[src/rtl/mem_burst_arbiter.sv]
// Two-requester round-robin arbiter and burst sequencer for the single
// data-memory port. One burst runs at a time, one word per cycle, with the
// address incrementing modulo 2^ADDR_W. Beat/done strobes go back to the owner.
module mem_burst_arbiter #(
  parameter int unsigned ADDR_W = 16,
  parameter int unsigned DATA_W = 16,
  parameter int unsigned LEN_W  = 8
) (
  input  logic              clk,
  input  logic              rst,
  input  logic [1:0]        req_valid,
  input  logic [1:0]        req_we,
  input  logic [ADDR_W-1:0] req_addr0,
  input  logic [ADDR_W-1:0] req_addr1,
  input  logic [LEN_W-1:0]  req_len0,
  input  logic [LEN_W-1:0]  req_len1,
  input  logic [DATA_W-1:0] wdata0,
  input  logic [DATA_W-1:0] wdata1,
  output logic [1:0]        req_ack,
  output logic [1:0]        beat,
  output logic [1:0]        done,
  output logic [DATA_W-1:0] rdata,
  output logic              busy,
  output logic [ADDR_W-1:0] mem_addr,
  output logic              mem_re,
  output logic              mem_we,
  output logic [DATA_W-1:0] mem_wdata,
  input  logic [DATA_W-1:0] mem_rdata
);

  typedef enum logic [1:0] {
    S_IDLE  = 2'd0,
    S_XFER  = 2'd1,
    S_DRAIN = 2'd2
  } state_t;

  state_t            state_q;
  state_t            state_d;
  logic              owner_q;
  logic              we_q;
  logic              first_q;
  logic              last_owner_q;
  logic [ADDR_W-1:0] addr_q;
  logic [LEN_W-1:0]  count_q;

  logic              any_req;
  logic              grant;
  logic              last_word;
  logic [LEN_W-1:0]  sel_len;
  logic [1:0]        owner_mask;

  // Round-robin pick: a lone requester wins, a tie goes to the one not served last.
  always_comb begin
    any_req    = |req_valid;
    grant      = (req_valid == 2'b11) ? ~last_owner_q : req_valid[1];
    sel_len    = grant ? req_len1 : req_len0;
    last_word  = (count_q == LEN_W'(1));
    owner_mask = owner_q ? 2'b10 : 2'b01;
  end

  // State register; reset aborts any burst in flight.
  always_ff @(posedge clk or posedge rst) begin
    if (rst) state_q <= S_IDLE;
    else     state_q <= state_d;
  end

  // Next-state logic.
  always_comb begin
    state_d = state_q;
    case (state_q)
      S_IDLE:  if (any_req) state_d = S_XFER;
      S_XFER:  if (last_word) state_d = we_q ? S_IDLE : S_DRAIN;
      S_DRAIN: state_d = S_IDLE;
      default: state_d = S_IDLE;
    endcase
  end

  // Burst context: latched at grant, advanced once per transferred word.
  always_ff @(posedge clk or posedge rst) begin
    if (rst) begin
      owner_q      <= 1'b0;
      we_q         <= 1'b0;
      first_q      <= 1'b0;
      last_owner_q <= 1'b1;
      addr_q       <= '0;
      count_q      <= '0;
    end else begin
      case (state_q)
        S_IDLE: begin
          if (any_req) begin
            owner_q      <= grant;
            last_owner_q <= grant;
            we_q         <= req_we[grant];
            addr_q       <= grant ? req_addr1 : req_addr0;
            count_q      <= (sel_len == '0) ? LEN_W'(1) : sel_len;
            first_q      <= 1'b1;
          end
        end
        S_XFER: begin
          first_q <= 1'b0;
          addr_q  <= addr_q + ADDR_W'(1);
          if (!last_word) count_q <= count_q - LEN_W'(1);
        end
        default: first_q <= 1'b0;
      endcase
    end
  end

  // Output decode from the registered state; reads return one cycle after mem_re.
  always_comb begin
    req_ack   = 2'b00;
    beat      = 2'b00;
    done      = 2'b00;
    rdata     = '0;
    busy      = 1'b0;
    mem_addr  = '0;
    mem_re    = 1'b0;
    mem_we    = 1'b0;
    mem_wdata = '0;
    case (state_q)
      S_XFER: begin
        busy     = 1'b1;
        mem_addr = addr_q;
        if (first_q) req_ack = owner_mask;
        if (we_q) begin
          mem_we    = 1'b1;
          mem_wdata = owner_q ? wdata1 : wdata0;
          beat      = owner_mask;
          if (last_word) done = owner_mask;
        end else begin
          mem_re = 1'b1;
          if (!first_q) begin
            beat  = owner_mask;
            rdata = mem_rdata;
          end
        end
      end
      S_DRAIN: begin
        busy  = 1'b1;
        beat  = owner_mask;
        done  = owner_mask;
        rdata = mem_rdata;
      end
      default: ;
    endcase
  end

endmodule
[config.mk]
export PLATFORM = sky130hd
export DESIGN_NAME = mem_burst_arbiter
export DESIGN_NICKNAME = d
export VERILOG_FILES = /design/src/rtl/mem_burst_arbiter.sv
export SDC_FILE = /design/constraint.sdc
export NUM_CORES = 1
export LEC_CHECK = 0
export ABC_AREA = 0
export BUFFER_PORTS_ARGS = -buffer_cell sky130_fd_sc_hd__buf_2
export CORE_MARGIN = 3
export CORE_UTILIZATION = 35
export DETAILED_ROUTE_END_ITERATION = 6
export PLACE_DENSITY_LB_ADDON = 0.2
export SLEW_MARGIN = 20
export SYNTH_ARGS = -nofsm -noshare
export SYNTH_HDL_FRONTEND = slang
export SYNTH_SLANG_ARGS = --single-unit
[constraint.sdc]
create_clock -name clk -period 4.87 [get_ports clk]
set_input_delay 0.487 -clock clk [delete_from_list [all_inputs] [get_ports clk]]
set_output_delay 0.487 -clock clk [all_outputs]
set_load 0.01 [all_outputs]
Yosys cells after proc, flatten, opt, wreduce, memory -nomap -nowiden
Cells that the tools add are included.

word-level totals
  register bits = 30
  input port bits = 102
  output and inout bits = 57
  logic and storage cells = 65

operators by class
  add/sub/neg operators = 2
  magnitude comparators = 1
  eq/ne operators = 7
  mux-type cells = 38
  bitwise logic cells = 1
  reductions and logical operators = 9

operators by type and width
  cell                   count
  $mux 16                8
  $pmux 16 s2            2
  $mux 8                 4
  $mux 2                 10
  $add 16x1->16 const B  1
  $pmux 8 s2             1
  $pmux 2 s2             3
  $mux 1                 10
  $eq 8x1->1 const B     1
  $logic_not 8->1        1
  $sub 8x1->8 const B    1
  $ne 2x2->1 const B     3
  $reduce_and 2->1       3
  $eq 2x2->1 const B     2
  $reduce_or 2->1        2
  $reduce_and 3->1       1
  $eq 2x1->1 const B     1
  $logic_not 2->1        1
  $lt 1x2->1 const B     1
  $reduce_bool 2->1      1
  $not 1->1              1

Logic depth before layout (Yosys ltp)
Gate-level depths: netlist of the first run.

  depth in word-level cells = 7
  gate-level depth with buffers = 8

Worst setup path before layout of the first run
No wires, ideal clock.

  kind = register to output
  start = register state_q[1]
  end = output mem_wdata[10]
  arrival = 1.565 ns
  data required time = 4.383 ns
  slack = 2.818 ns
  stages on the path, launching flop included = 8
  path through = dfrtp_1 inv_1 ha_1 buf_2 buf_2 nand2_1 clkbuf_1 nor2_1

on the way
  cells in the longest elaborated chain, start to end = 2

ends and longest elaborated chain
  item                    line  source
  start, declared         37    state_t state_q;
  start signal, assigned  64    else state_q <= state_d;
  $eq 2x1->1              120   case (state_q)
  $mux 16                 120
  end, declared           27    output logic [DATA_W-1:0] mem_wdata,

Every way passes these cells.

Final worst setup path of the first run
  start = register state_q[1]
  end = output rdata[1]

on the way
  cells in the longest elaborated chain, start to end = 2
  elaborated cells on any way between the ends = 3

ends and longest elaborated chain
  item                                             line  source
  $eq 2x2->1 / $eq 2x1->1 (equally long branches)  120
  $pmux 16 s2 *                                    120
  end, declared                                    22    output logic [DATA_W-1:0] rdata,

Mark *: on every way between the ends. The rest lies on a longest branch, timed or not.

==> results of run 1 <==
sequential cells by signal, summed over array words and instances (netlist names):
| name | flops |
|---|---|
| addr_q | 16 |
| count_q | 8 |
| state_q | 2 |
| first_q | 1 |
| last_owner_q | 1 |
| owner_q | 1 |
| we_q | 1 |
cells in the final DEF, fill, tap and decap left out, types with 8 or more instances in the layout:
| cell type | instances |
|---|---|
| nand2_1 | 22 |
| a31oi_1 | 8 |
| mux2_2 | 8 |
| buf_2 | 158 |
| a21oi_1 | 22 |
| inv_1 | 10 |
| o21ai_0 | 8 |
| mux2i_1 | 29 |
| dfrtp_1 | 29 |
| and2_1 | 32 |
| nor2_1 | 34 |
| nand3_1 | 13 |
| o22ai_1 | 8 |
cell usage after synthesis, drive strengths merged (6+ instances only):
master and count:
a21oi 22, clkbuf 13, a31oi 8, nor3 7, dfrtp 29, o22ai 8
buf 13, mux2i 29, mux2 15, inv 11, nand3 13, o21ai 12
nand2 23, nand4 7, nor2 34, and2 33, ha 6
kinds of logic (layout without fill, tap and decap cells):
logic type | count (synthesis) | after routing | share of synthesized area
and+or+nand+nor | 145 | 145 | 0.2808
muxes | 44 | 44 | 0.1652
DFF | 30 | 30 | 0.2705
buffers and inverters | 37 | 180 | 0.05986
AOI/OAI and AO/OA | 83 | 83 | 0.1967
adders and majority gates | 6 | 6 | 0.02700
layout make-up:
cell class,instances,area share
Timing Repair Buffer,161,0.2201
Sequential cell,30,0.2035
Inverter,11,0.01118
Clock buffer,7,0.02337
Clock inverter,1,0.001355
Tap cell,99,0.03353
Multi-Input combinational cell,278,0.5069
power by group through the flow:
stage	logic, mW	clock network (mW)	registers (mW)
floorplan	1.02	0	0.475
global placement	1.30	0	0.561
detailed placement	1.32	0	0.566
CTS	1.32	0.220	0.562
global route	1.48	0.232	0.592
finish	1.31	0.218	0.565
per-layer routing:
metal | global-route usage | up-vias | wire (um)
met3 | 0.03946 | 9 | 633
met4 | 0.05529 | 0 | 102
li1 | - | 1546 | -
met1 | 0.2321 | 1429 | 3600
met5 | 0 | - | 0
met2 | 0.3312 | 122 | 4391
stage by stage:
| stage | cells | power (mW) | utilization |
|---|---|---|---|
| 6_report | 587 | 2.097 | 0.4936 |
| 4_1_cts | 587 | 2.105 | 0.4936 |
| 3_5_place_dp | 579 | 1.884 | 0.4814 |
| 3_3_place_gp | 579 | 1.862 | 0.4814 |
| 2_1_floorplan | 345 | 1.498 | - |
| 5_1_grt | 587 | 2.305 | 0.4936 |
worst paths after layout:
kind / from / to / slack, ps / cells after the start
worst min register to register: last_owner_q / last_owner_q / 560 / 2
max in group asynchronous: rst / last_owner_q / 4280 / 3
worst max-delay path: state_q[1] / rdata[1] / 1890 / 7
worst max register to register: state_q[1] / count_q[1] / 2150 / 7
min in group clk: req_valid[0] / last_owner_q / 420 / 2
worst min-delay path: rst / count_q[1] / 260 / 3
critical path, stage by stage (launching register included):
cell	delay, ps
dfrtp_1	380
inv_1	100
ha_1	580
inv_2	270
nor3_1	210
o21a_1	350
and2_1	180
buf_2	130
==> results.json, run 1 <==
{
  "outcome": "finished clean",
  "fin_ws_ps": 1887,
  "regArea_sq_um": 752.0,
  "hold_slack_ps": 262.5,
  "p_int_mw": 1.063,
  "post-cts-setup-buffers": 0,
  "multi_input_area_sq_um": 1873,
  "vias_per_cell": 5.291,
  "cts_tree": "built",
  "p_sw_frac": 0.4934,
  "drtIter0Drc": 114,
  "async_flop_share": 1.000,
  "nFillCells": 735,
  "cp-end-kind": "primary output",
  "p_switching_mw": 1.035,
  "grt_pass1_wl_um": 13630,
  "final.setup.tns_ps": 0,
  "dr.pass1.iters": 4,
  "power_leakage_nw": 1.892,
  "start_kind": "register",
  "max_cap_viol_count": 0,
  "max_slew_margin": 0.3297,
  "io_pins": 159,
  "p_per_area_nw_per_um2": 567.7,
  "crit_type": "reg -> out",
  "wirelength_um": 8727,
  "grtUsageTotal": 0.1890,
  "dp_slack_ps": 2158,
  "io_buffers": 158,
  "netlist_instances": 345,
  "die-height_um": 95.13,
  "ys.flop_type": "dfrtp_1",
  "die_w_um": 95.13,
  "grt_start_max_net_pins": 31,
  "cp_data_required_time_ps": 4380,
  "cts_sinks": 30,
  "peakVddDrop_v": 0.0002241,
  "start_util": 0.3714,
  "synth_edf_count": 0,
  "ctsResizeCount": 0,
  "pwr-share-seq": 0.269,
  "synth_largest_area_cell": "dfrtp_1",
  "yosysUniqueCellTypes": 59,
  "seq_area_frac_synth": 0.2705,
  "fin_crit_ps": 2983,
  "dp_hpwl_um": 6810,
  "yosysTopAreaCellShare": 0.2610,
  "setup_violations": 0,
  "place_area_sq_um": 3603,
  "wl_per_cell_um": 14.87,
  "antenna_found_initial": 0,
  "synth_area_leaders": "dfrtp_1 26%, mux2i_1 10%, and2_1 7.2%",
  "synth-seq-cells": 30,
  "max_freq_mhz": 335.2,
  "hp-class": "in -> async",
  "final_area_sq_um": 3695,
  "cts_hold_buf": 0,
  "core-area_sq_um": 7486,
  "grt_setup_unrepaired": "false",
  "worst_pin_slew_ps": 1003,
  "avgSynthCellArea_sq_um": 8.058,
  "n_antenna_cell": 0,
  "syn2layout_area_growth_pct": 32.90,
  "drive_gt1_frac": 0.3791,
  "p_comb_frac": 0.627,
  "clock_path_buffers": 2,
  "worstPathMaxFanout": 21,
  "arrival_ps": 2500,
  "hold_violations": 0,
  "cts_buffers": 5,
  "pwr-share-clk": 0.104,
  "grt.overflow.total": 0,
  "yosys_warnings": 0,
  "drc": 0,
  "synth.net_count": 453,
  "vias": 3106,
  "fin_nets": 595,
  "path_clk_slew_ps": 70,
  "fin_crit_sh": 0.6126,
  "rows": 31,
  "syn_area_sq_um": 2780,
  "h-tree-depth": 2,
  "drtAntennaViolNets": 0,
  "grt_pass1_vias": 2957,
  "finClkSkew_ps": 8.009,
  "clk_latency_ps": 300,
  "cts-root-buf": "clkbuf_8",
  "routabilityCongestion": 0.8574,
  "dieArea_sq_um": 9049,
  "report.final.slew_viol_count": 0
}
Power figures use the tool's default switching activity.
==> run 2, diff against run 1 <==
clock period = 2.5 ns   (was 4.87 ns; I/O delays follow)
==> results.json, run 2 (same netlist as run 1, synthesis figures left out) <==
{
  "antenna_found_initial": 0,
  "p_switching_mw": 2.037,
  "dr.pass1.iters": 4,
  "p_sw_frac": 0.4918,
  "final_common_cell": "buf_2",
  "cts_sinks": 30,
  "final.setup.tns_ps": 0,
  "worstPathMaxFanout": 16,
  "wirelength_um": 8849,
  "setup_violations": 0,
  "syn2layout_area_growth_pct": 34.70,
  "dieArea_sq_um": 9049,
  "io_buffers": 158,
  "grt.overflow.total": 0,
  "largest_register": "addr_q",
  "place_area_sq_um": 3649,
  "die-height_um": 95.13,
  "start_util": 0.3714,
  "path_clk_slew_ps": 80,
  "drtIter0Drc": 155,
  "h-tree-depth": 2,
  "cts_buffers": 5,
  "grt_pass1_vias": 2993,
  "hp-class": "in -> async",
  "ctsResizeCount": 0,
  "arrival_ps": 1980,
  "cp-end-kind": "primary output",
  "ff2ff_path_depth": 6,
  "max_slew_margin": 0.6199,
  "outcome": "finished clean",
  "fin_nets": 601,
  "cts_hold_buf": 0,
  "cp_data_required_time_ps": 2250,
  "finClkSkew_ps": 8.950,
  "p_comb_frac": 0.645,
  "drive_gt1_frac": 0.3907,
  "cts_tree": "built",
  "core-area_sq_um": 7486,
  "fin_crit_sh": 0.8909,
  "mostFrequentLayoutCells": "158 x buf_2, 34 x nor2_1, 32 x and2_1",
  "clk_latency_ps": 290,
  "grt_setup_unrepaired": "false",
  "start_kind": "register",
  "hold_violations": 0,
  "grtUsageTotal": 0.1902,
  "routabilityCongestion": 0.8860,
  "clock_path_buffers": 2,
  "max_cap_viol_count": 0,
  "drtAntennaViolNets": 0,
  "pwr-share-seq": 0.251,
  "post-cts-setup-buffers": 0,
  "peakVddDrop_v": 0.0003915,
  "cts-root-buf": "clkbuf_8",
  "power_leakage_nw": 1.920,
  "rows": 31,
  "die_w_um": 95.13,
  "wl_per_cell_um": 14.92,
  "drc": 0,
  "largest_reg_flops": 16,
  "fin_crit_ps": 2227,
  "p_per_area_nw_per_um2": 1106,
  "n_antenna_cell": 0,
  "vias_per_cell": 5.275,
  "final_area_sq_um": 3745,
  "io_pins": 159,
  "grt_start_max_net_pins": 52,
  "crit_type": "reg -> out",
  "grt_pass1_wl_um": 13900,
  "report.final.slew_viol_count": 0,
  "largestRegisters": "addr_q (16), count_q (8), state_q (2)",
  "nFillCells": 738,
  "pwr-share-clk": 0.104,
  "p_int_mw": 2.105,
  "worst_pin_slew_ps": 568.0,
  "vias": 3128,
  "max_freq_mhz": 449.0,
  "dp_hpwl_um": 6919
}
==> run 2: changes by cell type in the layout (fill, tap and decap cells not counted), sizes merged <==
cell	previous run	this run
buf	161	167
clkbuf	7	6
clkinvlp	0	1
==> run 2: critical path, cell delays in order (launching register included) <==
cell     delay, ps
dfrtp_1        380
inv_1          100
ha_1           320
inv_2          190
nor3_1         170
o21a_2         260
and2_1         160
buf_2          130
==> run 2: worst paths after layout <==
| check | from | end | slack (ps) |
|---|---|---|---|
| hold / removal | rst | count_q[4] | 30 |
| max in group asynchronous | rst | last_owner_q | 2140 |
| hold reg to reg | last_owner_q | last_owner_q | 540 |
| min in group clk | req_valid[0] | last_owner_q | 200 |
| setup / recovery | state_q[1] | rdata[4] | 270 |
| setup reg to reg | state_q[1] | count_q[0] | 430 |
==> run 2: power by group through the flow <==
| stage | sequential (mW) | combinational (mW) | clock, mW |
|---|---|---|---|
| CTS | 1.03 | 2.69 | 0.437 |
| detailed placement | 1.03 | 2.69 | 0 |
| global route | 1.08 | 3.00 | 0.453 |
| floorplan | 0.926 | 1.99 | 0 |
| global placement | 1.03 | 2.64 | 0 |
| finish | 1.04 | 2.67 | 0.429 |
==> run 2: layout make-up <==
cell class | count | area [sq um] | area share
Sequential cell | 30 | 752.0 | 0.2008
Tap cell | 99 | 123.9 | 0.03308
Multi-Input combinational cell | 278 | 1874 | 0.5005
Clock buffer | 6 | 82.58 | 0.02205
Inverter | 11 | 41.29 | 0.01103
Clock inverter | 2 | 12.51 | 0.003341
Timing Repair Buffer | 167 | 858.3 | 0.2292
==> run 2: metal layers <==
metal | wire length [um] | GRT usage | vias up
met2 | 4441 | 0.3347 | 138
met3 | 692 | 0.03394 | 11
met1 | 3588 | 0.2387 | 1422
met5 | 0 | 0 | -
li1 | - | - | 1557
met4 | 127 | 0.04928 | 0
==> run 2: through the flow <==
stage	power [mW]	setup WS, ps	util	std cells	hold slack, ps
6_report	4.142	272.8	0.5003	593	33.81
5_1_grt	4.531	14.87	0.5003	593	84.76
4_1_cts	4.157	136.6	0.5001	593	48.14
3_5_place_dp	3.719	439.1	0.4874	585	358.2
3_3_place_gp	3.668	522.9	0.4874	585	358.5
2_1_floorplan	2.918	672.0	-	345	320.1
